**config.mk**
```make
export PLATFORM = sky130hd
export DESIGN_NAME = elevator_car_plant
export DESIGN_NICKNAME = d
export VERILOG_FILES = /design/src/rtl/elevator_car_plant_pkg.sv /design/src/rtl/elevator_car.sv /design/src/rtl/elevator_car_plant.sv
export SDC_FILE = /design/constraint.sdc
export NUM_CORES = 1
export LEC_CHECK = 0
export CORE_MARGIN = 4
export CORE_UTILIZATION = 40
export CTS_BUF_LIST = sky130_fd_sc_hd__clkbuf_16
export DETAILED_ROUTE_END_ITERATION = 10
export GPL_TIMING_DRIVEN = 0
export PLACE_DENSITY = 0.71
export SLEW_MARGIN = 40
export SYNTH_ARGS = -nofsm -noshare
export SYNTH_HDL_FRONTEND = slang
export SYNTH_SLANG_ARGS = --single-unit
```
**constraint.sdc**
```tcl
create_clock -name clk -period 4.7 [get_ports clk]
set_clock_uncertainty 0.15 [all_clocks]
set_input_delay 0.94 -clock clk [delete_from_list [all_inputs] [get_ports clk]]
set_output_delay 0.94 -clock clk [all_outputs]
set_load 0.1 [all_outputs]
```
**src/rtl/elevator_car_plant_pkg.sv**
```systemverilog
// Shared constants and types for the two-car elevator plant model.
package elevator_car_plant_pkg;
   localparam int unsigned NUM_FLOORS = 6;
   localparam int unsigned NUM_CARS   = 2;
   localparam int unsigned LOC_W      = NUM_FLOORS / 2;

   localparam int unsigned DEF_TRAVEL_CYCLES = 8;
   localparam int unsigned DEF_DOOR_CYCLES   = 4;
   localparam int unsigned DEF_DWELL_CYCLES  = 10;

   typedef enum logic [2:0] {
      DOOR_OPEN,
      DOOR_CLOSING,
      IDLE_CLOSED,
      MOVING_UP,
      MOVING_DOWN,
      DOOR_OPENING
   } car_state_t;

   function automatic int unsigned max3(input int unsigned a, input int unsigned b,
                                        input int unsigned c);
      int unsigned m;
      m = (a > b) ? a : b;
      return (m > c) ? m : c;
   endfunction
endpackage

```
**src/rtl/elevator_car.sv**
```systemverilog
// One elevator car: motion/door FSM, shared phase counter and cabin request latch.
module elevator_car
   import elevator_car_plant_pkg::*;
#(
   parameter int unsigned TRAVEL_CYCLES = DEF_TRAVEL_CYCLES,
   parameter int unsigned DOOR_CYCLES   = DEF_DOOR_CYCLES,
   parameter int unsigned DWELL_CYCLES  = DEF_DWELL_CYCLES
) (
   input  logic                  clk,
   input  logic                  rst_n,
   input  logic                  up,
   input  logic                  down,
   input  logic                  stop,
   input  logic [NUM_FLOORS-1:0] cabin_btn,
   output logic [LOC_W-1:0]      location,
   output logic                  door_closed,
   output logic [NUM_FLOORS-1:0] requested
);
   localparam int unsigned CNT_W = $clog2(max3(TRAVEL_CYCLES, DOOR_CYCLES, DWELL_CYCLES)) + 1;
   localparam logic [CNT_W-1:0] TRAVEL_LOAD = CNT_W'(TRAVEL_CYCLES - 1);
   localparam logic [CNT_W-1:0] DOOR_LOAD   = CNT_W'(DOOR_CYCLES - 1);
   localparam logic [CNT_W-1:0] DWELL_LOAD  = CNT_W'(DWELL_CYCLES);
   localparam logic [LOC_W-1:0] TOP_FLOOR   = LOC_W'(NUM_FLOORS - 1);

   car_state_t             state;
   logic [CNT_W-1:0]       cnt;
   logic                   stop_pend;
   logic                   cmd_up, cmd_dn, press, going_up, continue_move, opened;
   logic [LOC_W-1:0]       arrive_loc;
   logic [NUM_FLOORS-1:0]  floor_bit, req_set, req_clr;

   always_comb begin
      cmd_up        = up & ~down & ~stop;
      cmd_dn        = down & ~up & ~stop;
      floor_bit     = NUM_FLOORS'(1) << location;
      press         = |(cabin_btn & floor_bit);
      going_up      = (state == MOVING_UP);
      arrive_loc    = going_up ? location + LOC_W'(1) : location - LOC_W'(1);
      continue_move = going_up ? (cmd_up && arrive_loc != TOP_FLOOR)
                               : (cmd_dn && arrive_loc != '0);
      opened        = (state == DOOR_OPENING) && (cnt == '0);
      // A current-floor press while the door is not shut is served by the door, not latched
      req_set       = (state inside {DOOR_OPEN, DOOR_OPENING, DOOR_CLOSING})
                      ? (cabin_btn & ~floor_bit) : cabin_btn;
      req_clr       = opened ? floor_bit : '0;
   end

   always_ff @(posedge clk or negedge rst_n) begin
      if (!rst_n) begin
         state       <= DOOR_OPEN;
         cnt         <= DWELL_LOAD;
         location    <= '0;
         door_closed <= 1'b0;
         requested   <= '0;
         stop_pend   <= 1'b0;
      end else begin
         requested <= (requested | req_set) & ~req_clr;
         case (state)
            DOOR_OPEN: begin
               if (press) cnt <= DWELL_LOAD;
               else if (cnt <= CNT_W'(1)) begin
                  state <= DOOR_CLOSING;
                  cnt   <= DOOR_LOAD;
               end else cnt <= cnt - CNT_W'(1);
            end
            DOOR_CLOSING: begin
               if (press || stop) begin
                  state <= DOOR_OPENING;
                  cnt   <= DOOR_LOAD;
               end else if (cnt == '0) begin
                  state       <= IDLE_CLOSED;
                  door_closed <= 1'b1;
               end else cnt <= cnt - CNT_W'(1);
            end
            IDLE_CLOSED: begin
               if (stop) begin
                  state       <= DOOR_OPENING;
                  cnt         <= DOOR_LOAD;
                  door_closed <= 1'b0;
               end else if (cmd_up && location != TOP_FLOOR) begin
                  state <= MOVING_UP;
                  cnt   <= TRAVEL_LOAD;
               end else if (cmd_dn && location != '0) begin
                  state <= MOVING_DOWN;
                  cnt   <= TRAVEL_LOAD;
               end
            end
            MOVING_UP, MOVING_DOWN: begin
               // stop is remembered across the transit and acted on only at arrival
               if (stop) stop_pend <= 1'b1;
               if (cnt != '0) cnt <= cnt - CNT_W'(1);
               else begin
                  location <= arrive_loc;
                  if (stop || stop_pend) begin
                     state       <= DOOR_OPENING;
                     cnt         <= DOOR_LOAD;
                     door_closed <= 1'b0;
                     stop_pend   <= 1'b0;
                  end else if (continue_move) cnt <= TRAVEL_LOAD;
                  else begin
                     state     <= IDLE_CLOSED;
                     stop_pend <= 1'b0;
                  end
               end
            end
            DOOR_OPENING: begin
               if (cnt == '0) begin
                  state <= DOOR_OPEN;
                  cnt   <= DWELL_LOAD;
               end else cnt <= cnt - CNT_W'(1);
            end
            default: begin
               state       <= DOOR_OPEN;
               cnt         <= DWELL_LOAD;
               door_closed <= 1'b0;
            end
         endcase
      end
   end
endmodule

```
**src/rtl/elevator_car_plant.sv**
```systemverilog
// Two-car plant model: one elevator_car per car, packing the buses MainController reads.
module elevator_car_plant
   import elevator_car_plant_pkg::*;
#(
   parameter int unsigned TRAVEL_CYCLES = DEF_TRAVEL_CYCLES,
   parameter int unsigned DOOR_CYCLES   = DEF_DOOR_CYCLES,
   parameter int unsigned DWELL_CYCLES  = DEF_DWELL_CYCLES
) (
   input  logic                           clk,
   input  logic                           rst_n,
   input  logic [NUM_CARS-1:0]            up,
   input  logic [NUM_CARS-1:0]            down,
   input  logic [NUM_CARS-1:0]            stop,
   input  logic [NUM_CARS*NUM_FLOORS-1:0] cabin_btn,
   output logic [NUM_FLOORS-1:0]          elevators_location,
   output logic [NUM_CARS-1:0]            doors_status,
   output logic [NUM_CARS*NUM_FLOORS-1:0] requested_floors
);
   for (genvar i = 0; i < NUM_CARS; i++) begin : g_car
      elevator_car #(
         .TRAVEL_CYCLES (TRAVEL_CYCLES),
         .DOOR_CYCLES   (DOOR_CYCLES),
         .DWELL_CYCLES  (DWELL_CYCLES)
      ) u_car (
         .clk         (clk),
         .rst_n       (rst_n),
         .up          (up[i]),
         .down        (down[i]),
         .stop        (stop[i]),
         .cabin_btn   (cabin_btn[i*NUM_FLOORS +: NUM_FLOORS]),
         .location    (elevators_location[i*LOC_W +: LOC_W]),
         .door_closed (doors_status[i]),
         .requested   (requested_floors[i*NUM_FLOORS +: NUM_FLOORS])
      );
   end
endmodule

```
==> impl_table.tex <==
\begin{tabular}{lr}
\hline
Metric & Value \\
\hline
\multicolumn{2}{l}{\textbf{Run status}} \\
\quad Outcome & finished, final reports clean \\
\multicolumn{2}{l}{\textbf{GRT}} \\
\quad Number of global-route vias before repair & between 3000 and 4000 \\
\quad Overall global routing resource usage & 18.8\% \\
\quad Maximum number of pins on one net before global-route repair & 39 \\
\quad Wire length of the first global-routing pass & roughly 16 mm \\
\quad Number of antenna violations at the first check in global routing & 0 \\
\quad Total congestion overflow & 0 \\
\multicolumn{2}{l}{\textbf{Routing}} \\
\quad Average vias per placed instance & roughly 6.0 \\
\quad Iter 0 DRT Violations & 225 \\
\quad Final routed wirelength across all metal layers & 9.07 mm \\
\quad Iteration count of the initial detailed-routing pass & 5 \\
\quad Post-detailed-route wirelength per cell & 16.4 um \\
\quad Antenna Nets Post-Route & 0 \\
\quad Vias after detailed routing & 3322 \\
\quad DRC & 0 \\
\multicolumn{2}{l}{\textbf{Timing}} \\
\quad Pins Over Slew Limit & 0 \\
\quad Worst Tran Pin Value & around 0.66 ns \\
\quad Total negative setup slack & 0 ns \\
\quad Count of endpoints failing hold in the final timing report & 0 \\
\quad Upper clock frequency limit & 0.318 GHz \\
\quad Share of the cycle needed by the critical path after routing & 67.0\% \\
\quad Number of endpoints failing setup at the final stage & 0 \\
\quad Worst setup margin & between 1.5 and 2 ns \\
\quad Final period demand of the worst path & between 3 and 4 ns \\
\quad Setup repair after global routing missed its margin & no \\
\quad Worst slew slack as a fraction of its limit & 55.8\% \\
\multicolumn{2}{l}{\textbf{Clock network}} \\
\quad Cell chosen for the clock root & clkbuf\_16 \\
\quad Clock-pin transition on the worst setup and hold timing paths & 0.06 ns \\
\quad Resized cells post-CTS & 0 \\
\quad Sink Count & 38 \\
\quad CTS Hold Buffers Added & 0 \\
\quad Post-CTS Repair Setup Buffers & 0 \\
\quad Maximum clock insertion buffer count & 2 \\
\quad H-Tree Depth & 2 \\
\quad TritonCTS clock tree & yes \\
\quad Cts bufs inserted & 5 \\
\quad Clock latency reported for the late side of the worst-skew pair & 0.28 ns \\
\multicolumn{2}{l}{\textbf{Place}} \\
\quad Total cell area at the placement stage & 3730 um2 \\
\quad Final HPWL DP & 6.70 mm \\
\quad Number of buffers inserted by port buffering & 38 \\
\quad Minimum setup slack after placement & 1.30 ns \\
\quad Placed Cells & 544 \\
\quad Final estimated routing congestion in global placement & 0.923 \\
\multicolumn{2}{l}{\textbf{Setup path}} \\
\quad Series of cell instances along the critical path & buf\_4 -> and3b\_2 -> inv\_2 -> fa\_1 -> xor2\_1 -> a2111oi\_2 -> a31oi\_1 -> a221oi\_4 -> mux2\_1 \\
\quad Endpoint class of the critical path & flop \\
\quad Crit start category & flop \\
\quad Slowest stage delay, CP & 0.51 ns \\
\quad Cell at the slowest stage of the critical path & a221oi\_4 \\
\quad Worst EP arrival & roughly 3.2 ns \\
\quad Max FO, Critical Path & 10 \\
\quad Worst path bufs/invs & 2 \\
\quad Crit-path leading delay family & compound AO/OA/AOI/OAI gates \\
\quad Critical Path RT & 4.71 ns \\
\quad Worst setup path class & reg2reg \\
\multicolumn{2}{l}{\textbf{Yosys}} \\
\quad Commonest register cell after synthesis & dfrtp\_1 \\
\quad Adder-cell share of the synthesized area & 6.06\% \\
\quad Synthesized netlist net count & 438 \\
\quad Mean instance size in the synthesized netlist & 8.23 um2 \\
\quad Post-synthesis cell area & 3320 um2 \\
\quad Compound-Gate Fraction of Synth Area & 32.8\% \\
\quad Number of distinct library cells after synthesis & 82 \\
\quad Share of the yosys chip area belonging to registers & 28.8\% \\
\quad Mux cell area share after synthesis & roughly 3.5\% \\
\quad Number of enable flip-flop cells after synthesis & 0 \\
\quad Xor and xnor area share after synthesis & 2.90\% \\
\quad Ys Warns & 0 \\
\quad Post-synth ARST share & 100\% \\
\quad Combinational family with the most area after synthesis & compound AO/OA/AOI/OAI gates \\
\quad Simple logic cell fraction of the synthesized area & a little under a fifth \\
\quad Gate Count Post-Synth & 404 \\
\quad Synth Register Bits & 38 \\
\multicolumn{2}{l}{\textbf{Power and ir drop}} \\
\quad Worst vdd rail ir drop & 538 uV \\
\quad Leakage Power & between 0.0015 and 0.002 uW \\
\quad Areal power density over the cells & 712 nW/um2 \\
\multicolumn{2}{l}{\textbf{Floorplanning}} \\
\quad X dimension of the die & 99.2 um \\
\quad Initial Util & 42.1\% \\
\quad DIE HEIGHT & about 99 um \\
\quad Total die area & a little under 10000 um2 \\
\quad Std-Cell Rows & 32 \\
\quad Core footprint & 7890 um2 \\
\quad Number of ports placed on the die boundary & 40 \\
\multicolumn{2}{l}{\textbf{Cells and area}} \\
\quad Register Area & 956 um2 \\
\quad Fraction of layout instances using a drive strength above 1 & 15.8\% \\
\quad Final net count & 483 \\
\quad Commonest cells after routing, fill and taps aside & 46 x nor2\_1, 42 x o21ai\_0, 34 x dfrtp\_1, 27 x buf\_2, 24 x a21oi\_1 \\
\quad Total inserted antenna cells & 0 \\
\quad Core Util, Final & 49.7\% \\
\quad Final std cell area, no fill & 3920 um2 \\
\quad Multi-input logic area & 2130 um2 \\
\quad Area delta synth->final & 18.0\% \\
\quad Most common cell after layout, fill and taps aside & nor2\_1 \\
\quad Number of filler instances in the final layout & 755 \\
\quad Final standard cell count with taps included and fillers excluded & 552 \\
\multicolumn{2}{l}{\textbf{Flow run}} \\
\quad Max-Cap Viols & 0 \\
\multicolumn{2}{l}{\textbf{Hold path}} \\
\quad Path type of the worst min-delay path & reg2reg \\
\hline
\end{tabular}
[Yosys cell counts, types with 3 or more instances]
master	number	area share [%]
nor2_1	46	5.2
o21ai_0	42	6.3
dfrtp_1	34	26
a21oi_1	24	3.6
inv_1	22	2.5
nand2_1	20	2.3
a31oi_1	15	2.8
clkbuf_1	14	1.6
ha_1	12	4.5
nor3_1	11	1.7
nand3_1	10	1.5
buf_2	7	1.1
xnor2_1	7	1.8
nand2b_1	6	1.1
o21ai_1	6	0.90
o22ai_1	6	1.1
a211oi_1	5	1.1
buf_4	5	1.1
o21a_1	5	1.1
a22oi_1	4	0.90
dfstp_2	4	3.2
mux2i_1	4	1.2
nor4_1	4	0.75
xor2_1	4	1.1
a22o_1	3	0.79
a2bb2oi_1	3	0.79
a41oi_1	3	0.79
mux2_1	3	1.0
nand3b_1	3	0.68
nor2b_1	3	0.56
nor3b_1	3	0.68
o211ai_1	3	0.68
o31ai_1	3	0.68
[sequential cells by signal (all words and copies together) (netlist names)]
signal                   flops
g_car.u_car.cnt             10
g_car.u_car.requested       12
g_car.u_car.state            6
g_car.u_car.location         6
g_car.u_car.door_closed      2
g_car.u_car.stop_pend        2
[per-layer routing]
metal  vias to the layer above  global-route usage [%]  wire (um)
met5                         -                       0          0
li1                       1575                       -          -
met1                      1591                    25.0       3860
met4                         0                    5.15        123
met3                        15                    3.37        693
met2                       141                    31.3       4400
[final timing paths]
check,from,to,slack (ns),cells after the start
min,g_car[1].u_car.requested[5]$_DFF_PN0_,g_car[1].u_car.requested[5]$_DFF_PN0_,0.35,1
max in group asynchronous,rst_n,g_car[1].u_car.cnt[1]$_DFFE_PN1P_,3.55,1
max,g_car[1].u_car.state[0]$_DFFE_PN0P_,g_car[1].u_car.cnt[0]$_DFFE_PN0P_,1.55,9
min reg2reg,g_car[1].u_car.requested[5]$_DFF_PN0_,g_car[1].u_car.requested[5]$_DFF_PN0_,0.35,1
max reg2reg,g_car[1].u_car.state[0]$_DFFE_PN0P_,g_car[1].u_car.cnt[0]$_DFFE_PN0P_,1.55,9
min in group asynchronous,rst_n,g_car[0].u_car.state[1]$_DFFE_PN0P_,0.48,1
[power breakdown]
group / internal (uW) / switching [uW] / total (uW) / leakage [uW]
combinational: 615 / 1170 / 1780 / 0.00103
clock: 305 / 143 / 448 / 0.0000940
sequential: 445 / 114 / 559 / 0.000420
total: 1360 / 1430 / 2790 / 0.00154
[through the flow]
stage | hold WS, ns | total power (uW)
after global placement | 0.337 | 2340
final | 0.352 | 2790
after detailed placement | 0.339 | 2330
after global routing | 0.386 | 3000
after floorplan | 0.324 | 1960
after CTS | 0.362 | 2790
[layout make-up]
type	instances	area share, %
plain buffers	29	3.67
repair buffers	38	7.08
multi-input cells	313	54.4
clock inverters	3	1.75
flip-flops and latches	38	24.4
clock buffers	5	3.19
well taps	102	3.25
inverters	24	2.30
[logic make-up after synthesis]
kind of cell,count (synthesis)
mux,10
simple gates,123
compound gates,154
xor+xnor,11
buf+inv,53
fa+ha+maj,15
flops,38
[worst reg2reg max path, cell delays in order, from the launching register on]
cell,delay [ns]
dfrtp_1,0.33
buf_4,0.17
and3b_2,0.27
inv_2,0.07
fa_1,0.43
xor2_1,0.21
a2111oi_2,0.36
a31oi_1,0.16
a221oi_4,0.51
mux2_1,0.37
(Power assumes the default switching activity.)
